### src/rtl/x86_decode_front.sv
// Purpose: byte-serial x86 front-end decoder (prefixes, opcode, ModR/M, SIB, disp, imm) for a subset ISA.
// Latency: an L-byte instruction captured at edge N shows o_valid after edge N+L+1 (one byte per cycle plus a check cycle).
// Backpressure: accepts only in IDLE (o_ready); results hold in DONE until i_exe_ready, then one IDLE bubble.
// Ports: clk/reset (sync, active-high); i_instr/i_instr_len/i_res_valid/o_ready from fetch;
//        o_valid/i_exe_ready to execute; o_* decoded fields, lengths, prefix flags, o_len, o_error.
module x86_decode_front #(
    parameter int MAX_INSTR_WIDTH = 120,
    parameter int DATA_WIDTH      = 32
) (
    input  logic                       clk,
    input  logic                       reset,
    input  logic [MAX_INSTR_WIDTH-1:0] i_instr,
    input  logic [3:0]                 i_instr_len,
    input  logic                       i_res_valid,
    output logic                       o_ready,
    output logic                       o_valid,
    input  logic                       i_exe_ready,
    output logic [7:0]                 o_opcode,
    output logic [7:0]                 o_modrm,
    output logic [7:0]                 o_sib,
    output logic                       o_has_modrm,
    output logic                       o_has_sib,
    output logic [DATA_WIDTH-1:0]      o_disp,
    output logic [2:0]                 o_disp_len,
    output logic [DATA_WIDTH-1:0]      o_imm,
    output logic [2:0]                 o_imm_len,
    output logic                       o_op16,
    output logic                       o_lock,
    output logic [1:0]                 o_rep,
    output logic [2:0]                 o_seg,
    output logic [3:0]                 o_len,
    output logic                       o_error
);

    localparam int NBYTES = MAX_INSTR_WIDTH / 8;

    typedef enum logic [2:0] {IDLE, FIND, MODRM, SIB, DISP, IMM, DONE} state_t;

    state_t                     state_q, state_d;
    logic [MAX_INSTR_WIDTH-1:0] instr_q, instr_d;
    logic [3:0]                 len_q, len_d;
    logic [3:0]                 ptr_q, ptr_d;
    logic [2:0]                 cnt_q, cnt_d;
    logic                       valid_q, valid_d;
    logic [7:0]                 opcode_q, opcode_d;
    logic [7:0]                 modrm_q, modrm_d;
    logic [7:0]                 sib_q, sib_d;
    logic                       has_modrm_q, has_modrm_d;
    logic                       has_sib_q, has_sib_d;
    logic [DATA_WIDTH-1:0]      disp_q, disp_d;
    logic [2:0]                 disp_len_q, disp_len_d;
    logic [DATA_WIDTH-1:0]      imm_q, imm_d;
    logic [2:0]                 imm_len_q, imm_len_d;
    logic                       op16_q, op16_d;
    logic                       lock_q, lock_d;
    logic [1:0]                 rep_q, rep_d;
    logic [2:0]                 seg_q, seg_d;
    logic                       error_q, error_d;

    logic [7:0]                 cur_byte;
    logic [2:0]                 dsize;

    // Displacement size from ModR/M mod, with the mod=00 special encoding
    // (rm=101 in ModR/M, base=101 in SIB) meaning a bare disp32.
    function automatic logic [2:0] disp_size(input logic [1:0] mod, input logic special);
        case (mod)
            2'b00:   return special ? 3'd4 : 3'd0;
            2'b01:   return 3'd1;
            2'b10:   return 3'd4;
            default: return 3'd0;
        endcase
    endfunction

    // Byte at the parse pointer; pointer never reaches NBYTES because it is
    // bounded by the fetch length before any byte is consumed.
    always_comb begin
        cur_byte = 8'h00;
        for (int k = 0; k < NBYTES; k++) begin
            if (ptr_q == 4'(k)) begin
                cur_byte = instr_q[8*k +: 8];
            end
        end
    end

    always_comb begin
        state_d     = state_q;
        instr_d     = instr_q;
        len_d       = len_q;
        ptr_d       = ptr_q;
        cnt_d       = cnt_q;
        valid_d     = valid_q;
        opcode_d    = opcode_q;
        modrm_d     = modrm_q;
        sib_d       = sib_q;
        has_modrm_d = has_modrm_q;
        has_sib_d   = has_sib_q;
        disp_d      = disp_q;
        disp_len_d  = disp_len_q;
        imm_d       = imm_q;
        imm_len_d   = imm_len_q;
        op16_d      = op16_q;
        lock_d      = lock_q;
        rep_d       = rep_q;
        seg_d       = seg_q;
        error_d     = error_q;
        dsize       = 3'd0;

        case (state_q)
            IDLE: begin
                if (i_res_valid) begin
                    instr_d     = i_instr;
                    len_d       = i_instr_len;
                    ptr_d       = 4'd0;
                    cnt_d       = 3'd0;
                    opcode_d    = 8'h00;
                    modrm_d     = 8'h00;
                    sib_d       = 8'h00;
                    has_modrm_d = 1'b0;
                    has_sib_d   = 1'b0;
                    disp_d      = '0;
                    disp_len_d  = 3'd0;
                    imm_d       = '0;
                    imm_len_d   = 3'd0;
                    op16_d      = 1'b0;
                    lock_d      = 1'b0;
                    rep_d       = 2'b00;
                    seg_d       = 3'd0;
                    error_d     = 1'b0;
                    state_d     = FIND;
                end
            end

            FIND, MODRM, SIB, DISP, IMM: begin
                if (ptr_q == len_q) begin
                    // Fetch length exhausted while bytes are still required.
                    error_d = 1'b1;
                    state_d = DONE;
                end else begin
                    ptr_d = ptr_q + 4'd1;
                    case (state_q)
                        FIND: begin
                            case (cur_byte)
                                8'hF0: lock_d = 1'b1;
                                8'hF2: rep_d  = 2'b10;
                                8'hF3: rep_d  = 2'b11;
                                8'h26: seg_d  = 3'd1;
                                8'h2E: seg_d  = 3'd2;
                                8'h36: seg_d  = 3'd3;
                                8'h3E: seg_d  = 3'd4;
                                8'h64: seg_d  = 3'd5;
                                8'h65: seg_d  = 3'd6;
                                8'h66: op16_d = 1'b1;
                                default: begin
                                    opcode_d = cur_byte;
                                    if (cur_byte == 8'h67 || cur_byte == 8'h0F) begin
                                        error_d = 1'b1;
                                        state_d = DONE;
                                    end else if (cur_byte[7:6] == 2'b00) begin
                                        // ALU group: [2:1] selects r/m form, acc,imm form or one-byte op.
                                        case (cur_byte[2:1])
                                            2'b00, 2'b01: state_d = MODRM;
                                            2'b10: begin
                                                cnt_d     = 3'd0;
                                                imm_len_d = cur_byte[0] ? (op16_q ? 3'd2 : 3'd4) : 3'd1;
                                                state_d   = IMM;
                                            end
                                            default: state_d = DONE;
                                        endcase
                                    end else if (cur_byte[7:5] == 3'b010) begin
                                        state_d = DONE;
                                    end else begin
                                        error_d = 1'b1;
                                        state_d = DONE;
                                    end
                                end
                            endcase
                        end

                        MODRM: begin
                            modrm_d     = cur_byte;
                            has_modrm_d = 1'b1;
                            if (cur_byte[7:6] != 2'b11 && cur_byte[2:0] == 3'b100) begin
                                state_d = SIB;
                            end else begin
                                dsize      = disp_size(cur_byte[7:6], cur_byte[2:0] == 3'b101);
                                disp_len_d = dsize;
                                cnt_d      = 3'd0;
                                state_d    = (dsize != 3'd0) ? DISP : DONE;
                            end
                        end

                        SIB: begin
                            sib_d      = cur_byte;
                            has_sib_d  = 1'b1;
                            dsize      = disp_size(modrm_q[7:6], cur_byte[2:0] == 3'b101);
                            disp_len_d = dsize;
                            cnt_d      = 3'd0;
                            state_d    = (dsize != 3'd0) ? DISP : DONE;
                        end

                        DISP: begin
                            if (disp_len_q == 3'd1) begin
                                disp_d = {{(DATA_WIDTH-8){cur_byte[7]}}, cur_byte};
                            end else begin
                                disp_d[{cnt_q[1:0], 3'b000} +: 8] = cur_byte;
                            end
                            cnt_d = cnt_q + 3'd1;
                            if ((cnt_q + 3'd1) == disp_len_q) begin
                                state_d = DONE;
                            end
                        end

                        default: begin // IMM
                            imm_d[{cnt_q[1:0], 3'b000} +: 8] = cur_byte;
                            cnt_d = cnt_q + 3'd1;
                            if ((cnt_q + 3'd1) == imm_len_q) begin
                                state_d = DONE;
                            end
                        end
                    endcase
                end
            end

            default: begin // DONE
                if (!valid_q) begin
                    // First DONE cycle: final length check, then present results.
                    valid_d = 1'b1;
                    if (ptr_q != len_q) begin
                        error_d = 1'b1;
                    end
                end else if (i_exe_ready) begin
                    valid_d = 1'b0;
                    state_d = IDLE;
                end
            end
        endcase
    end

    always_ff @(posedge clk) begin
        if (reset) begin
            state_q     <= IDLE;
            instr_q     <= '0;
            len_q       <= 4'd0;
            ptr_q       <= 4'd0;
            cnt_q       <= 3'd0;
            valid_q     <= 1'b0;
            opcode_q    <= 8'h00;
            modrm_q     <= 8'h00;
            sib_q       <= 8'h00;
            has_modrm_q <= 1'b0;
            has_sib_q   <= 1'b0;
            disp_q      <= '0;
            disp_len_q  <= 3'd0;
            imm_q       <= '0;
            imm_len_q   <= 3'd0;
            op16_q      <= 1'b0;
            lock_q      <= 1'b0;
            rep_q       <= 2'b00;
            seg_q       <= 3'd0;
            error_q     <= 1'b0;
        end else begin
            state_q     <= state_d;
            instr_q     <= instr_d;
            len_q       <= len_d;
            ptr_q       <= ptr_d;
            cnt_q       <= cnt_d;
            valid_q     <= valid_d;
            opcode_q    <= opcode_d;
            modrm_q     <= modrm_d;
            sib_q       <= sib_d;
            has_modrm_q <= has_modrm_d;
            has_sib_q   <= has_sib_d;
            disp_q      <= disp_d;
            disp_len_q  <= disp_len_d;
            imm_q       <= imm_d;
            imm_len_q   <= imm_len_d;
            op16_q      <= op16_d;
            lock_q      <= lock_d;
            rep_q       <= rep_d;
            seg_q       <= seg_d;
            error_q     <= error_d;
        end
    end

    assign o_ready     = (state_q == IDLE) && !reset;
    assign o_valid     = valid_q;
    assign o_opcode    = opcode_q;
    assign o_modrm     = modrm_q;
    assign o_sib       = sib_q;
    assign o_has_modrm = has_modrm_q;
    assign o_has_sib   = has_sib_q;
    assign o_disp      = disp_q;
    assign o_disp_len  = disp_len_q;
    assign o_imm       = imm_q;
    assign o_imm_len   = imm_len_q;
    assign o_op16      = op16_q;
    assign o_lock      = lock_q;
    assign o_rep       = rep_q;
    assign o_seg       = seg_q;
    assign o_len       = ptr_q;
    assign o_error     = error_q;

endmodule

### config.mk
export PLATFORM = sky130hd
export DESIGN_NAME = x86_decode_front
export DESIGN_NICKNAME = d
export VERILOG_FILES = /design/src/rtl/x86_decode_front.sv
export SDC_FILE = /design/constraint.sdc
export NUM_CORES = 1
export LEC_CHECK = 0
export CORE_UTILIZATION = 55
export DETAILED_ROUTE_END_ITERATION = 10
export PLACE_DENSITY = 0.85
export SLEW_MARGIN = 20
export SYNTH_ARGS = -nofsm -noshare
export SYNTH_HDL_FRONTEND = slang
export SYNTH_SLANG_ARGS = --single-unit
### constraint.sdc
create_clock -name clk -period 8.1 [get_ports clk]
set_clock_uncertainty 0.1 [all_clocks]
set_input_delay 2.025 -clock clk [delete_from_list [all_inputs] [get_ports clk]]
set_output_delay 2.025 -clock clk [all_outputs]
set_load 0.005 [all_outputs]
# Word-level counts from Yosys, hierarchy flattened
# Index checks and enable logic that the tools add are counted.
word_totals:
  regBits: 239
  output_inout_bits: 110
  elab_cells: 257
op_classes:
  add_sub_neg: 3
  n_eq_ne: 75
  shifts: 2
  n_mux: 121
  n_reduce_logical: 36
op_table:
  columns: ["cell", "n"]
  rows:
  - ["two-way mux 32 bit", 6]
  - ["two-way mux 8 bit", 23]
  - ["one-hot mux 32 bit (2 select lines)", 2]
  - ["two-way mux 3 bit", 37]
  - ["bitwise mux 32 bit", 2]
  - ["one-hot mux 8 bit (2 select lines)", 3]
  - ["one-hot mux 3 bit (2 select lines)", 7]
  - ["== test 8 x 6 -> 1 bit (second input constant)", 4]
  - ["== test 8 x 7 -> 1 bit (second input constant)", 4]
  - ["variable shift 8 x 7 -> 32 bit (first input constant)", 1]
  - ["indexed part select 8 x 7 -> 32 bit", 1]
  - ["AND reduction 5 bit", 6]
  - ["== test 4 bit (second input constant)", 7]
  - ["one-hot mux 3 bit (3 select lines)", 3]
  - ["== test 8 bit (second input constant)", 3]
  - ["!= test 2 bit (second input constant)", 11]
  - ["two-way mux 1 bit", 21]
  - ["!= test 3 bit (second input constant)", 7]
  - ["one-hot mux 3 bit (6 select lines)", 1]
  - ["== test 4 x 3 -> 1 bit (second input constant)", 4]
  - ["!= test 4 bit (second input constant)", 4]
  - ["AND reduction 4 bit", 4]
  - ["AND reduction 8 bit", 2]
  - ["nonzero test 3 bit", 5]
  - ["41 further kinds", 69]

# Longest topological paths before layout
depth:
  depth_word: 29
  ltp_mapped: 16

# Worst setup path after synthesis
# Ideal clock, no wire load.
synth_timing:
  kind: "input to output"
  start: "input reset"
  end: "output o_ready"
  arrival_time_ns: 2.855
  required_ns: 5.975
  slack_ns: 3.120
  cell_stages: 4
  path_buffers: 3
  path_cell_list: "clkbuf_1 > clkbuf_1 > clkbuf_1 > nor2_1"
synth_via:
  elab_chain_len: 2
synth_rtl:
  columns: ["element", "line_no", "text"]
  rows:
  - ["start, declared", "11", "input logic reset,"]
  - ["logical NOT 1 bit", "285", "assign o_ready = (state_q == IDLE) && !reset;"]
  - ["logical AND 1 bit", "285", null]
  - ["end, declared", "15", "output logic o_ready,"]
# No other way between the ends.

# Worst setup path after layout
# Ends and elaborated chain as after synthesis.

==> impl_metrics.env <==
export IMPL_dieWidth_um=144.9
export IMPL_max_slew_margin=0.2722
export IMPL_cts_tree="yes"
export IMPL_nets=1763
export IMPL_drc_errors=0
export IMPL_path_buf_inv=2
export IMPL_path_max_fanout=71
export IMPL_critPathLaunch="reset"
export IMPL_p_leak_nw=5.005
export IMPL_numCtsBuffers=25
export IMPL_wire_per_inst_um=18.24
export IMPL_final_period_utilization=0.6330
export IMPL_cp_end_kind="primary output"
export IMPL_synth_fp_nets=1598
export IMPL_synthTopCellsByArea="dfxtp_1 (42%), a21oi_1 (10%), nand2_1 (10%)"
export IMPL_grtUsageTotal=0.3284
export IMPL_reg2reg_depth=11
export IMPL_die_area_um2=20990
export IMPL_grt_remaining_overflow=0
export IMPL_hold_ws_ps=354.7
export IMPL_synthCells=1461
export IMPL_power_density_nw_per_um2=301.0
export IMPL_worstSetupPathType="primary input to primary output"
export IMPL_worst_pin_slew_ps=1089
export IMPL_worstPathRequired_ps=5980
export IMPL_ys_seq_area_frac=0.4243
export IMPL_std_cell_rows=51
export IMPL_r2r_start="o_len[0]"
export IMPL_cts_sinks=238
export IMPL_finalSetupViolations=0
export IMPL_syn_to_final_growth_pct=27.98
export IMPL_dr_pass1_iters=6
export IMPL_synth_warnings=0
export IMPL_synth_main_ff_cell="dfxtp_1"
export IMPL_r2r_end="o_seg[1]"
export IMPL_dp_hpwl_mm=23.41
export IMPL_max_cap_viol_count=0
export IMPL_clk_root_buffer_cell="clkbuf_16"
export IMPL_synth_distinct_cells=85
export IMPL_clk_pin_slew_worst_paths_ps=60
export IMPL_pre_cts_ws_ps=2976
export IMPL_drt_wl_total_mm=34.83
export IMPL_ir_worst_vdd_mv=0.2408
export IMPL_async_reset_ff_frac=0
export IMPL_routed_via_density=6.026
export IMPL_clkLatencyLatePin_ps=530
export IMPL_crit_end="o_ready"
export IMPL_synth_top_cell_by_area="dfxtp_1"
export IMPL_clockBufferDepth=3
export IMPL_max_freq_ghz=0.1950
export IMPL_vias=11500
export IMPL_antenna_found_initial=1
export IMPL_avgSynthCellArea_um2=7.686
export IMPL_cts_resized=0
export IMPL_cp_start_kind="primary input"
export IMPL_critPathArrivalTime_ps=3000
export IMPL_initial_core_util=0.5695
export IMPL_postCtsSetupBuffers=0
export IMPL_path_delay_family="buffers and inverters"
export IMPL_io_buffers=236
export IMPL_min_path_type="flop to flop"
export IMPL_drive_gt1_frac=0.05843
export IMPL_grt_setup_unrepaired="false"
export IMPL_grt_pass1_vias=10650
export IMPL_ys_seq_elements=238
export IMPL_path_depth=3
export IMPL_final_setup_worst_slack_ps=2973
export IMPL_coreArea_um2=19720
export IMPL_critPathMaxStageDelay_ps=460
export IMPL_grt_max_degree=103
export IMPL_drv_slew=0
export IMPL_holdBufCountCts=0
export IMPL_synth_edf_count=0
export IMPL_outcome="finished clean"
export IMPL_synth_top_area_frac=0.4243
export IMPL_path_cells="buf_6 -> nor2_1 -> clkdlybuf4s50_1"
export IMPL_h_tree_depth=1
export IMPL_hold_viol_final=0
export IMPL_ant_nets=0
export IMPL_drtIter0Drc=1263
export IMPL_place_gp_congestion=0.9642
export IMPL_rrSetupSlack_ps=3510
export IMPL_n_fill_cell=1521
export IMPL_die_h_um=144.9
export IMPL_min_period_ps=5127
export IMPL_ioPinCount=238
export IMPL_synth_area_um2=11230
export IMPL_cp_slowest_cell="clkdlybuf4s50_1"
export IMPL_grt_pass1_wl_mm=54.19
export IMPL_tns_ps=0
-- cells in the final DEF, fill, tap and decap left out, types with 6 or more instances in the layout --
cell type,instances
ha_1,8
buf_4,20
nand3_1,9
nand3b_1,11
o21ai_1,12
clkbuf_1,7
a21oi_1,230
nand2_1,297
nor3_1,40
or3_1,6
mux2i_1,15
dfxtp_1,238
a22oi_1,43
inv_1,26
nand2b_1,14
clkdlybuf4s50_1,235
o211ai_1,11
nor3b_1,14
a211oi_1,13
o21ai_0,35
clkbuf_8,6
xnor2_1,8
or2_2,9
nor2b_1,21
nor4_1,6
nor2_1,144
clkbuf_16,25
-- logic make-up (layout without fill, tap and decap cells) --
family,count (synthesis),after routing,share of synthesized area
AOI/OAI and AO/OA,432,432,0.2416
xor gates and xnor gates,13,13,0.01014
adders and majority gates,9,9,0.01003
buffers and inverters,146,328,0.05894
DFF,238,238,0.4243
muxes,15,15,0.01337
other,1,2,0.0003339
and+or+nand+nor,607,607,0.2413
-- area by class of cell --
cell class	count	area (µm²)	share of cell area
diodes	1	2.502	0.0001741
inverters	27	101.3	0.007052
flip-flops and latches	238	4765	0.3315
clock inverters	6	83.83	0.005833
clock buffers	38	734.5	0.05111
multi-input cells	1077	5832	0.4058
repair buffers	257	2521	0.1754
well taps	265	331.6	0.02307
-- Yosys cell counts (5+ instances only) --
library cell	number
nand2_1	298
nand4_1	5
o22ai_1	5
o211ai_1	11
a211oi_1	14
nand3_1	9
nor2b_1	21
nor2_1	144
a22oi_1	43
or2_2	9
o41ai_1	5
nor3b_1	14
nand2b_1	14
a21oi_1	230
buf_1	6
inv_1	26
o21ai_0	36
buf_4	13
xnor2_1	8
buf_2	10
or3_1	6
o21a_1	5
o21ai_1	12
xor2_1	5
nand3b_1	11
clkbuf_1	83
mux2i_1	15
ha_1	9
nor4_1	6
dfxtp_1	238
buf_6	7
a2111oi_0	5
nor3_1	40
-- per-layer routing --
| metal | wire length, µm | share of wire | global-route usage |
|---|---|---|---|
| met5 | 0 | 0 | 0 |
| met4 | 1140 | 0.033 | 0.1197 |
| met3 | 3613 | 0.10 | 0.06976 |
| met2 | 15300 | 0.44 | 0.5061 |
| met1 | 14770 | 0.42 | 0.4508 |
-- flip-flops by register name (all words and copies together) (netlist names), 2 cells and up --
signal      flops
instr_q       120
o_disp         32
o_imm          32
o_modrm         8
o_opcode        8
o_sib           8
len_q           4
o_len           4
cnt_q           3
o_imm_len       3
o_seg           3
state_q         3
o_disp_len      2
o_rep           2
-- stage by stage --
step           cells  power (mW)  area, µm²    util
2_1_floorplan   1461       2.627      11230       -
3_3_place_gp    1863       3.100      13530  0.6863
3_5_place_dp    1863       3.132      13540  0.6867
4_1_cts         1907       4.280      14360  0.7282
5_1_grt         1908       4.537      14370  0.7287
6_report        1909       4.326      14370  0.7289
-- report_power, final --
| part | total (mW) | internal [mW] | switching (mW) |
|---|---|---|---|
| registers | 1.44 | 1.33 | 0.115 |
| clock network | 1.15 | 0.685 | 0.463 |
| logic | 1.73 | 0.548 | 1.19 |
-- worst min-delay path, stage by stage, from the launching register on --
cell and delay, ps:
dfxtp_1 310, nand2_1 50, a21oi_1 50
-- how the worst min path moves through the flow --
stage / start / to / slack (ps) / depth (start not counted)
2_1_floorplan: instr_q[105] / instr_q[105] / 330 / 2
3_3_place_gp: instr_q[105] / instr_q[105] / 340 / 2
3_5_place_dp: instr_q[81] / instr_q[81] / 350 / 2
4_1_cts: instr_q[4] / instr_q[4] / 360 / 2
5_1_grt: instr_q[74] / instr_q[74] / 370 / 2
6_report: instr_q[4] / instr_q[4] / 350 / 2
No activity file was read; power rests on OpenSTA's default activity.
